==> src/rtl/seg7_scan_driver_if.sv <==
// Display-side bundle for seg7_scan_driver: digit data, load/brightness controls
// and the scanned anode/segment outputs.
interface seg7_scan_driver_if #(
  parameter int NUM_DIGITS = 4
);
  logic [4*NUM_DIGITS-1:0] digits_in;
  logic [NUM_DIGITS-1:0]   dp_in;
  logic                    load;
  logic                    disp_en;
  logic [3:0]              bright;
  logic [6:0]              LED_out;
  logic                    dp;
  logic [NUM_DIGITS-1:0]   Anode_activate;
  logic                    frame_tick;

  modport master (
    output digits_in, dp_in, load, disp_en, bright,
    input  LED_out, dp, Anode_activate, frame_tick
  );

  modport slave (
    input  digits_in, dp_in, load, disp_en, bright,
    output LED_out, dp, Anode_activate, frame_tick
  );
endinterface

==> src/rtl/seg7_scan_driver.sv <==
// N-digit multiplexed seven-segment driver with double-buffered load, 16-level PWM
// and frame tick. Optional leading-zero blanking: define SEG7_LZ_BLANK_EN.
module seg7_scan_driver #(
  parameter int NUM_DIGITS  = 4,
  parameter int REFRESH_DIV = 1600,
  parameter int ACTIVE_LOW  = 1
) (
  input logic               clk,
  input logic               rst_n,
  seg7_scan_driver_if.slave bus
);
  localparam int SUB_CNT = REFRESH_DIV / 16;
  localparam int SUB_W   = (SUB_CNT > 1) ? $clog2(SUB_CNT) : 1;
  localparam int IDX_W   = $clog2(NUM_DIGITS);
  localparam logic [SUB_W-1:0]      SUB_LAST = SUB_W'(SUB_CNT - 1);
  localparam logic [IDX_W-1:0]      IDX_LAST = IDX_W'(NUM_DIGITS - 1);
  localparam logic [6:0]            SEG_OFF  = (ACTIVE_LOW != 0) ? 7'h7F : 7'h00;
  localparam logic [NUM_DIGITS-1:0] AN_OFF   = (ACTIVE_LOW != 0) ? {NUM_DIGITS{1'b1}} : '0;

  logic [SUB_W-1:0]        sub_q, sub_d;
  logic [3:0]              phase_q, phase_d;
  logic [IDX_W-1:0]        idx_q, idx_d;
  logic [4*NUM_DIGITS-1:0] pend_dig_q, pend_dig_d, act_dig_q, act_dig_d;
  logic [NUM_DIGITS-1:0]   pend_dp_q, pend_dp_d, act_dp_q, act_dp_d;
  logic [6:0]              led_q, led_d;
  logic                    dp_q, dp_d;
  logic [NUM_DIGITS-1:0]   an_q, an_d;
  logic                    tick_q;

  logic                    sub_wrap, slot_end, frame_end;
  logic [3:0]              nib_sel;
  logic                    dp_sel, blank_sel, dp_on;
  logic [NUM_DIGITS-1:0]   an_sel, an_hi, lz_blank;
  logic [6:0]              seg_low;

  function automatic logic [6:0] seg_decode_low(input logic [3:0] nib);
    case (nib)
      4'h0:    return 7'b0000001;
      4'h1:    return 7'b1001111;
      4'h2:    return 7'b0010010;
      4'h3:    return 7'b0000110;
      4'h4:    return 7'b1001100;
      4'h5:    return 7'b0100100;
      4'h6:    return 7'b0100000;
      4'h7:    return 7'b0001111;
      4'h8:    return 7'b0000000;
      4'h9:    return 7'b0000100;
      4'hA:    return 7'b0001000;
      4'hB:    return 7'b1100000;
      4'hC:    return 7'b0110001;
      4'hD:    return 7'b1000010;
      4'hE:    return 7'b0110000;
      default: return 7'b0111000;
    endcase
  endfunction

  always_comb begin
    sub_wrap  = (sub_q == SUB_LAST);
    slot_end  = sub_wrap && (phase_q == 4'hF);
    frame_end = slot_end && (idx_q == IDX_LAST);
    sub_d     = sub_wrap ? '0 : sub_q + 1'b1;
    phase_d   = sub_wrap ? phase_q + 4'd1 : phase_q;
    idx_d     = idx_q;
    if (slot_end) idx_d = frame_end ? '0 : idx_q + 1'b1;
    // Active reads the pre-load pending value, so a load on the boundary shows a frame later.
    act_dig_d  = frame_end ? pend_dig_q : act_dig_q;
    act_dp_d   = frame_end ? pend_dp_q  : act_dp_q;
    pend_dig_d = bus.load  ? bus.digits_in : pend_dig_q;
    pend_dp_d  = bus.load  ? bus.dp_in     : pend_dp_q;
  end

`ifdef SEG7_LZ_BLANK_EN
  logic lz_run;
  always_comb begin
    lz_run   = 1'b1;
    lz_blank = '0;
    for (int unsigned j = 0; j < NUM_DIGITS - 1; j++) begin
      lz_run = lz_run && (act_dig_q[4*(NUM_DIGITS-1-j) +: 4] == 4'h0)
                      && !act_dp_q[NUM_DIGITS-1-j];
      lz_blank[NUM_DIGITS-1-j] = lz_run;
    end
  end
`else
  assign lz_blank = '0;
`endif

  always_comb begin
    nib_sel   = '0;
    dp_sel    = 1'b0;
    blank_sel = 1'b0;
    an_sel    = '0;
    for (int unsigned k = 0; k < NUM_DIGITS; k++) begin
      if (idx_q == IDX_W'(k)) begin
        nib_sel   = act_dig_q[4*k +: 4];
        dp_sel    = act_dp_q[k];
        blank_sel = lz_blank[k];
        an_sel[k] = 1'b1;
      end
    end
  end

  always_comb begin
    seg_low = blank_sel ? 7'h7F : seg_decode_low(nib_sel);
    dp_on   = dp_sel && !blank_sel;
    an_hi   = (bus.disp_en && (phase_q <= bus.bright)) ? an_sel : '0;
    led_d   = (ACTIVE_LOW != 0) ? seg_low : ~seg_low;
    dp_d    = (ACTIVE_LOW != 0) ? ~dp_on  : dp_on;
    an_d    = (ACTIVE_LOW != 0) ? ~an_hi  : an_hi;
  end

  always_ff @(posedge clk or negedge rst_n) begin
    if (!rst_n) begin
      sub_q      <= '0;
      phase_q    <= '0;
      idx_q      <= '0;
      pend_dig_q <= '0;
      pend_dp_q  <= '0;
      act_dig_q  <= '0;
      act_dp_q   <= '0;
      led_q      <= SEG_OFF;
      dp_q       <= (ACTIVE_LOW != 0);
      an_q       <= AN_OFF;
      tick_q     <= 1'b0;
    end else begin
      sub_q      <= sub_d;
      phase_q    <= phase_d;
      idx_q      <= idx_d;
      pend_dig_q <= pend_dig_d;
      pend_dp_q  <= pend_dp_d;
      act_dig_q  <= act_dig_d;
      act_dp_q   <= act_dp_d;
      led_q      <= led_d;
      dp_q       <= dp_d;
      an_q       <= an_d;
      tick_q     <= frame_end;
    end
  end

  assign bus.LED_out        = led_q;
  assign bus.dp             = dp_q;
  assign bus.Anode_activate = an_q;
  assign bus.frame_tick     = tick_q;
endmodule

==> src/flat_wrapper.sv <==
// flat-port wrapper written by rule: the top's interface ports become plain ports
module seg7_scan_driver_flat 
#(
  parameter int NUM_DIGITS  = 4,
  parameter int REFRESH_DIV = 1600,
  parameter int ACTIVE_LOW  = 1
)
  (clk, rst_n, bus_digits_in, bus_dp_in, bus_load, bus_disp_en, bus_bright, bus_LED_out, bus_dp, bus_Anode_activate, bus_frame_tick);
  seg7_scan_driver_if #(.NUM_DIGITS(NUM_DIGITS)) bus_i ();
  input logic clk;
  input logic rst_n;
  input wire logic [$bits(bus_i.digits_in)-1:0] bus_digits_in;
  input wire logic [$bits(bus_i.dp_in)-1:0] bus_dp_in;
  input wire logic [$bits(bus_i.load)-1:0] bus_load;
  input wire logic [$bits(bus_i.disp_en)-1:0] bus_disp_en;
  input wire logic [$bits(bus_i.bright)-1:0] bus_bright;
  output wire logic [$bits(bus_i.LED_out)-1:0] bus_LED_out;
  output wire logic [$bits(bus_i.dp)-1:0] bus_dp;
  output wire logic [$bits(bus_i.Anode_activate)-1:0] bus_Anode_activate;
  output wire logic [$bits(bus_i.frame_tick)-1:0] bus_frame_tick;
  assign bus_i.digits_in = bus_digits_in;
  assign bus_i.dp_in = bus_dp_in;
  assign bus_i.load = bus_load;
  assign bus_i.disp_en = bus_disp_en;
  assign bus_i.bright = bus_bright;
  assign bus_LED_out = bus_i.LED_out;
  assign bus_dp = bus_i.dp;
  assign bus_Anode_activate = bus_i.Anode_activate;
  assign bus_frame_tick = bus_i.frame_tick;
  seg7_scan_driver #(.NUM_DIGITS(NUM_DIGITS), .REFRESH_DIV(REFRESH_DIV), .ACTIVE_LOW(ACTIVE_LOW)) u_core (.clk(clk), .rst_n(rst_n), .bus(bus_i));
endmodule
==> config.mk <==
export PLATFORM = sky130hd
export DESIGN_NAME = seg7_scan_driver_flat
export DESIGN_NICKNAME = d
export VERILOG_FILES = /design/src/rtl/seg7_scan_driver_if.sv /design/src/rtl/seg7_scan_driver.sv /design/src/flat_wrapper.sv
export SDC_FILE = /design/constraint.sdc
export NUM_CORES = 1
export LEC_CHECK = 0
export ABC_AREA = 1
export CAP_MARGIN = 20
export CORE_ASPECT_RATIO = 2
export CORE_MARGIN = 1.5
export CORE_UTILIZATION = 50
export CTS_CLUSTER_SIZE = 10
export DETAILED_ROUTE_END_ITERATION = 7
export PLACE_DENSITY = 0.73
export SYNTH_ARGS = -nofsm -noshare
export SYNTH_HDL_FRONTEND = slang
export SYNTH_SLANG_ARGS = --single-unit
==> constraint.sdc <==
create_clock -name clk -period 2.2 [get_ports clk]
set_clock_uncertainty 0.05 [all_clocks]
set_input_delay 0.44 -clock clk [delete_from_list [all_inputs] [get_ports clk]]
set_output_delay 0.44 -clock clk [all_outputs]
set_load 0.02 [all_outputs]
# Word level (Yosys, flattened, before mapping)
# Memories as Yosys holds them, arrays and structs flattened. A register that Yosys moved wholly into a read port is not among the register bits.
# Cells that the tools add are included.
[totals]
out_inout_bits = 13
latchBits = 0
n_memories = 1
input_bits = 28
reg_bits = 59
rom_bits = 112
wordCells = 42
ram_bits = 0
[mem_list]
columns = ["memory", "words", "word_bits", "rd", "rd_ports_with_merged_regs", "write_ports", "line", "source"]
rows = [
  ["(name not given)", 16, 7, 1, 1, 0, "seg7_scan_driver.sv:37", "case (nib)"],
]
[classes]
eq_ne = 5
n_shift = 0
div = 0
multipliers = 0
addsub = 3
muxes = 15
n_lt_le_gt_ge = 1
bitwise = 2
reduce_logical = 5
[ops]
columns = ["op", "n"]
rows = [
  ["4-bit two-way mux", 5],
  ["1-bit two-way mux", 8],
  ["7-bit by 1-bit adder with 7-bit output, second input constant", 1],
  ["7-bit == test, second input constant", 1],
  ["7-bit two-way mux", 1],
  ["4-bit by 1-bit adder with 4-bit output, second input constant", 1],
  ["2-bit == test, second input constant", 2],
  ["4-bit == test, second input constant", 1],
  ["4-bit less-or-equal comparator", 1],
  ["4-bit NOT", 1],
  ["1-bit logical AND", 3],
  ["2-bit by 1-bit adder with 2-bit output, second input constant", 1],
  ["2-bit by 1-bit == test with 1-bit output, second input constant", 1],
  ["2-bit zero test", 1],
  ["2-bit two-way mux", 1],
  ["1-bit zero test", 1],
  ["1-bit NOT", 1],
]

# Logic depth before layout (Yosys ltp)
# Gate-level depths: netlist (run 1).
[logic_depth]
ltp_word = 6
ltp_mapped = 15
mapped_depth_nobuf = 15

# Least setup slack after synthesis (run 1)
# OpenSTA, ideal clock, no wires.
[synth_path]
path_kind = "register to register"
startpoint = "register u_core.idx_q[1]"
endpoint = "register u_core.led_q[3], in the netlist u_core.bus.LED_out[3]"
t_arrival_ns = 1.715
stages_incl_launch_ff = 15
synth_period_minus_slack_ns = 1.841
n_path_buf = 1
t_required_ns = 2.074
setup_time_ns = 0.076
setup_slack_ns = 0.359
path_cell_list = "dfrtp_1 -> inv_1 -> ha_1 -> buf_2 -> nor2_1 -> nand2_1 -> nand2_1 -> nand2_1 -> nand2_1 -> inv_1 -> ha_1 -> nand2_1 -> nand2_1 -> nand2_1 -> nand2_1"
[synth_between]
elab_chain_cells = 5
elab_cells_between_ends = 8
classes_between = "eq/ne (3); mux (4); reduce/logical (1)"
[synth_rtl]
columns = ["item", "line", "source"]
rows = [
  ["start: declaration", "seg7_scan_driver.sv:22", "logic [IDX_W-1:0] idx_q, idx_d;"],
  ["start signal: assignment", "seg7_scan_driver.sv:127", "idx_q <= idx_d;"],
  ["2-bit zero test", "seg7_scan_driver.sv:93", "if (idx_q == IDX_W'(k)) begin"],
  ["4-bit two-way mux (3 in series)", "seg7_scan_driver.sv:93", ""],
  ["4-bit two-way mux *", "seg7_scan_driver.sv:93", ""],
  ["end: declaration", "seg7_scan_driver.sv:25", "logic [6:0] led_q, led_d;"],
]
# Mark *: on every way between the ends. The rest lies on a longest branch, timed or not.
# A chain may end at the register's enable or synchronous reset.

# Worst setup path after layout (run 1)
[layout_path]
startpoint = "register u_core.idx_q[0]"
endpoint = "register u_core.led_q[3], in the netlist u_core.bus.LED_out[3]"
# Same word-level chain as after synthesis.

==> results.sh, run 1 <==
export IMPL_synth_cells=332
export IMPL_grt_max_degree=67
export IMPL_postCtsHoldBufs=0
export IMPL_synthAdderAreaFrac_pct=6.327
export IMPL_synth_compound_area_share_pct=3.954
export IMPL_p_per_area_nw_per_um2=698.4
export IMPL_n_antenna_cell=0
export IMPL_fin_setup_tns_ps=0
export IMPL_hold_viol_final=0
export IMPL_gp_congestion=0.9746
export IMPL_synth_top_cell_area_share_pct=42.70
export IMPL_worst_setup_path_end_kind="register"
export IMPL_synth_area_um2=3164
export IMPL_crit_required_ps=2420
export IMPL_ant_nets=0
export IMPL_post_route_period_util_pct=93.16
export IMPL_synthXorXnorAreaFrac_pct=1.107
export IMPL_status="complete, no violations"
export IMPL_cts_path_max_buffers=2
export IMPL_cp_max_fo=5
export IMPL_routed_wl_um=6235
export IMPL_root_buffer="clkbuf_16"
export IMPL_final_core_util_pct=64.98
export IMPL_synthArstFlopShare_pct=100.0
export IMPL_worstRegToRegCells=14
export IMPL_setup_viol=0
export IMPL_vias=2391
export IMPL_ys_top_cells_by_count="103 x nand2_1, 54 x dfrtp_1, 24 x inv_1"
export IMPL_yosys_area_share_simple_pct=23.13
export IMPL_die_h_um=115.5
export IMPL_crit_type="reg -> reg"
export IMPL_stdcell_count=465
export IMPL_floorplan_initialDensity_pct=52.25
export IMPL_hold_path_class="in -> async"
export IMPL_dieArea_um2=6843
export IMPL_rows=40
export IMPL_wl_per_cell_um=13.41
export IMPL_synth_top_family_by_area="simple AND/OR/NAND/NOR gates"
export IMPL_design_area_um2=3935
export IMPL_grt_total_usage_pct=21.10
export IMPL_seq_area_frac_synth_pct=52.67
export IMPL_p_leak_nw=1.970
export IMPL_path_clk_slew_ps=50
export IMPL_netlist_top_cells_area="dfrtp_1 43%, nand2_1 12%, dfstp_2 10%"
export IMPL_cts_buffers=9
export IMPL_dp_cells=449
export IMPL_core_um2=6056
export IMPL_finalNetCount=420
export IMPL_antenna_found_initial=0
export IMPL_cp_arrival_ps=2270
export IMPL_critPathLaunchType="register"
export IMPL_rr_endpoint="u_core.bus.LED_out[3]"
export IMPL_remaining_drc_errors=0
export IMPL_viasPerCell=5.142
export IMPL_grt_ovfl_total=0
export IMPL_pre_cts_ws_ps=120.7
export IMPL_ctsHtreeMaxLevel=3
export IMPL_synth_edf_count=0
export IMPL_dpl_hpwl_um=4445
export IMPL_ys_types=27
export IMPL_max_slew_margin_pct=73.26
export IMPL_cts_sinks=66
export IMPL_grt_pass1_vias=2425
export IMPL_synth_flop_cell="dfrtp_1"
export IMPL_reg2reg_slack_ps=150
export IMPL_syn_to_final_growth_pct=24.36
export IMPL_dr_pass1_iters=4
export IMPL_syn_num_nets=376
export IMPL_period_needed_ps=2050
export IMPL_grt_pass1_wl_um=10630
export IMPL_ys_ff_latch=66
export IMPL_muxShareOfSynthArea_pct=7.117
export IMPL_r2r_start="u_core.idx_q[0]"
export IMPL_synth_top_area_cell="dfrtp_1"
export IMPL_portBuffers=40
export IMPL_tightest_slew_ps=396.9
export IMPL_clk_latency_ps=330
export IMPL_pin_count=41
export IMPL_placed_area_um2=3643
export IMPL_timing_fmax_mhz=487.9
export IMPL_ir_drop_v=0.0006016
export IMPL_drt_initial_drc_count=123
export IMPL_max_cap_violations=0
export IMPL_slew_viol_final=0
export IMPL_worst_slack_ps=150.4
export IMPL_avgSynthCellArea_um2=9.531
export IMPL_die_x_um=59.25
export IMPL_drive_gt1_share_pct=17.06
export IMPL_cts_tree="yes"
export IMPL_ys_warn_count=0
export IMPL_rsz0062_at_grt="no"
export IMPL_yosysMostFrequentCell="nand2_1"
[registers in the layout, summed over array words and instances, names as in the netlist, 4 cells and up]
register	cells
u_core.act_dig_q	16
u_core.sub_q	7
u_core.pend_dig_q	16
u_core.bus.Anode_activate	4
u_core.act_dp_q	4
u_core.pend_dp_q	4
u_core.phase_q	4
u_core.bus.LED_out	7
[metrics by stage]
stage,total power [mW],hold slack (ps)
after global routing,2.837,77.83
after CTS,2.775,76.19
after detailed placement,1.431,402.4
after floorplan,1.341,94.41
after global placement,1.425,398.0
final,2.748,47.18
[cell families (layout without fill, tap and decap cells)]
kind of cell             after synthesis  after routing
multiplexers                          20             20
AO/OA/AOI/OAI                         20             20
buffers and inverters                 39             88
AND/OR/NAND/NOR                      167            167
XOR/XNOR                               4              4
flip-flops                            66             66
adder cells (fa/ha/maj)               16             16
[placed cells by master, fill, tap and decap left out, types with 9 or more instances in the layout]
cell             count
dfrtp_1             54
clkdlybuf4s50_1     39
nand2_1            103
dfstp_2             12
inv_1               24
ha_1                14
clkbuf_16            9
mux2_2              20
nand3_1             18
a21oi_1             10
nand4_1             20
nor2_1              17
[metal layers]
layer / routed length (um) / vias to the layer above / global-route usage, %
met5: 0 / - / 0
met4: 291 / 0 / 15.91
met3: 218 / 23 / 6.027
met2: 3374 / 56 / 34.58
met1: 2350 / 1143 / 21.99
li1: - / 1169 / -
[worst max path at each step]
stage / start / to / slack, ps
4_1_cts: u_core.idx_q[1] / u_core.bus.LED_out[3] / 110
6_report: u_core.idx_q[0] / u_core.bus.LED_out[3] / 150
5_1_grt: u_core.idx_q[0] / u_core.bus.LED_out[3] / 6
2_1_floorplan: u_core.idx_q[1] / u_core.bus.LED_out[3] / 360
3_3_place_gp: u_core.idx_q[1] / u_core.bus.LED_out[3] / 150
3_5_place_dp: u_core.idx_q[1] / u_core.bus.LED_out[3] / 120
[worst max-delay path: stages, from the launching register on]
cell and delay [ps]:
dfrtp_1 410, inv_1 110, ha_1 230, inv_1 70
nor2_2 150, nand2_1 70, nand2_1 60, nand2_1 40
nand2_1 130, inv_1 130, ha_1 310, nand2_1 70
nand2_1 50, nand2_1 50, nand2_1 50
[power breakdown]
group	internal [mW]	switching, mW	leakage (nW)
combinational	0.0825	0.0499	1.01
sequential	1.26	0.0195	0.820
clock	0.850	0.490	0.143
total	2.19	0.560	1.97
[timing repair]
item,4_1_cts,5_1_grt
endpoints found under the setup margin,0,6
hold endpoints to repair,0,0
gates resized for setup,0,4
setup buffers,0,0
[layout make-up]
type | instances | area (um2)
Fill cell | 493 | 2121
Sequential cell | 66 | 1667
Multi-Input combinational cell | 227 | 1325
Timing Repair Buffer | 47 | 460.4
Clock buffer | 14 | 274.0
Tap cell | 84 | 105.1
Inverter | 25 | 93.84
Clock inverter | 2 | 10.01
Power figures use the tool's default switching activity.
==> inputs of run 2 (changes only) <==
Settings changed: TNS_END_PERCENT set to 30.
==> results of run 2 <==
The final DEF is identical to that of run 1; final timing and power are the same.
==> inputs of run 3 (changes only) <==
Settings changed: CORE_UTILIZATION 50 to 55, PLACE_DENSITY 0.73 to 0.8.
==> run 3 against run 2 <==
Setup slack better by 29 ps. Critical endpoint unchanged. Critical path depth unchanged. Utilization rose by 4.8 points. Largest cell class unchanged. Highest routed layer unchanged.
==> results.sh, run 3 (synthesis gave the netlist of run 1 again) <==
export IMPL_cts_resized=0
export IMPL_grt_pass1_wl_um=10520
export IMPL_portBuffers=40
export IMPL_worst_setup_path_end_kind="register"
export IMPL_max_slew_margin_pct=66.31
export IMPL_worstRegToRegCells=14
export IMPL_gp_congestion=0.8344
export IMPL_switching_share_pct=21.61
export IMPL_grt_pass1_vias=2422
export IMPL_multi_input_area_um2=1328
export IMPL_power_frac_seq_pct=53.7
export IMPL_vias=2415
export IMPL_p_per_area_nw_per_um2=621.0
export IMPL_pin_count=41
export IMPL_root_buffer="clkbuf_8"
export IMPL_cts_sinks=66
export IMPL_fin_setup_tns_ps=0
export IMPL_pre_cts_ws_ps=123.1
export IMPL_syn_to_final_growth_pct=20.60
export IMPL_rsz0062_at_grt="no"
export IMPL_hold_viol_final=0
export IMPL_max_cap_violations=0
export IMPL_p_total_mw=2.370
export IMPL_post_route_period_util_pct=91.83
export IMPL_final_cell_mix="103 x nand2_1, 54 x dfrtp_1, 39 x clkdlybuf4s50_1"
export IMPL_dpl_hpwl_um=4625
export IMPL_switching_power_mw=0.5121
export IMPL_finalNetCount=421
export IMPL_viasPerCell=5.464
export IMPL_dr_pass1_iters=4
export IMPL_power_internal_mw=1.858
export IMPL_nFillCells=436
export IMPL_die_h_um=110.3
export IMPL_p_leak_nw=1.928
export IMPL_remaining_drc_errors=0
export IMPL_combPwrFrac_pct=5.6
export IMPL_slew_viol_final=0
export IMPL_grt_max_degree=45
export IMPL_period_needed_ps=2020
export IMPL_pwr_share_clk_pct=40.7
export IMPL_cts_tree="yes"
export IMPL_worst_slack_ps=179.8
export IMPL_drt_initial_drc_count=67
export IMPL_grt_total_usage_pct=21.99
export IMPL_rows=38
export IMPL_path_clk_slew_ps=70
export IMPL_setup_viol=0
export IMPL_grt_ovfl_total=0
export IMPL_clk_latency_ps=350
export IMPL_crit_required_ps=2430
export IMPL_cts_path_max_buffers=2
export IMPL_cp_max_fo=5
export IMPL_cts_buffers=9
export IMPL_timing_fmax_mhz=495.0
export IMPL_ant_nets=0
export IMPL_final_common_cell="nand2_1"
export IMPL_antenna_found_initial=0
export IMPL_routed_wl_um=6051
export IMPL_ctsHtreeMaxLevel=3
export IMPL_crit_type="reg -> reg"
export IMPL_floorplan_initialDensity_pct=57.87
export IMPL_die_x_um=56.64
export IMPL_n_antenna_cell=0
export IMPL_status="complete, no violations"
export IMPL_largestRegisters="u_core.act_dig_q: 16 flops, u_core.pend_dig_q: 16 flops"
export IMPL_drive_gt1_share_pct=17.54
export IMPL_critPathLaunchType="register"
export IMPL_cp_arrival_ps=2250
export IMPL_postCtsHoldBufs=0
export IMPL_hold_path_class="in -> async"
export IMPL_dieArea_um2=6245
export IMPL_wl_per_cell_um=13.69
export IMPL_regArea_um2=1667
export IMPL_cts_setup_buffers=0
export IMPL_tightest_slew_ps=505.3
export IMPL_core_um2=5468
export IMPL_ir_drop_v=0.0005935
## run 3: path summary, 6_finish.rpt
path	start	endpoint	slack, ps
setup / recovery	u_core.idx_q[0]	u_core.bus.LED_out[3]	180
hold / removal	rst_n	u_core.sub_q[6]	3
setup reg to reg	u_core.idx_q[0]	u_core.bus.LED_out[3]	180
hold reg to reg	u_core.act_dp_q[3]	u_core.bus.dp	400
max in group asynchronous	rst_n	u_core.bus.LED_out[5]	1430
min in group clk	u_core.act_dp_q[3]	u_core.bus.dp	400
## run 3: cell type report
type / count / share of cell area, %
Tap cell: 60 / 1.967
Clock inverter: 5 / 1.410
Inverter: 25 / 2.459
Multi-Input combinational cell: 227 / 34.79
Timing Repair Buffer: 48 / 12.26
Sequential cell: 66 / 43.67
Clock buffer: 11 / 3.443
## run 3: power groups by stage
| stage | Sequential [mW] | Clock (mW) | Combinational, mW |
|---|---|---|---|
| global placement | 1.29 | 0 | 0.132 |
| detailed placement | 1.29 | 0 | 0.136 |
| CTS | 1.27 | 0.991 | 0.137 |
| floorplan | 1.29 | 0 | 0.0505 |
| global route | 1.28 | 1.04 | 0.148 |
| finish | 1.27 | 0.964 | 0.133 |
## run 3: worst max-delay path, stage by stage, from the launching register on
cell,delay (ps)
dfrtp_1,410
inv_1,130
ha_2,230
inv_1,60
nor2_2,130
nand2_1,70
nand2_1,60
nand2_1,40
nand2_1,120
inv_1,120
ha_1,310
nand2_1,60
nand2_1,50
nand2_1,50
nand2_1,50
## run 3: per-stage QoR
| step | utilization (%) | instances | cell area (um2) | hold WS (ps) |
|---|---|---|---|---|
| 6_report | 69.79 | 442 | 3816 | 2.978 |
| 5_1_grt | 69.79 | 442 | 3816 | 50.89 |
| 4_1_cts | 69.61 | 442 | 3806 | 7.498 |
| 3_5_place_dp | 66.22 | 426 | 3621 | 384.6 |
| 3_3_place_gp | 66.22 | 426 | 3621 | 384.2 |
| 2_1_floorplan | - | 332 | 3164 | 94.41 |
## run 3: routing by layer
metal  vias up  part of all wire [%]  global-route usage, %
met1      1186                    38                  22.17
met3        11                   3.2                  4.667
met5         -                     0                      0
li1       1172                     -                      -
met2        46                    57                  41.61
met4         0                   2.4                  10.88
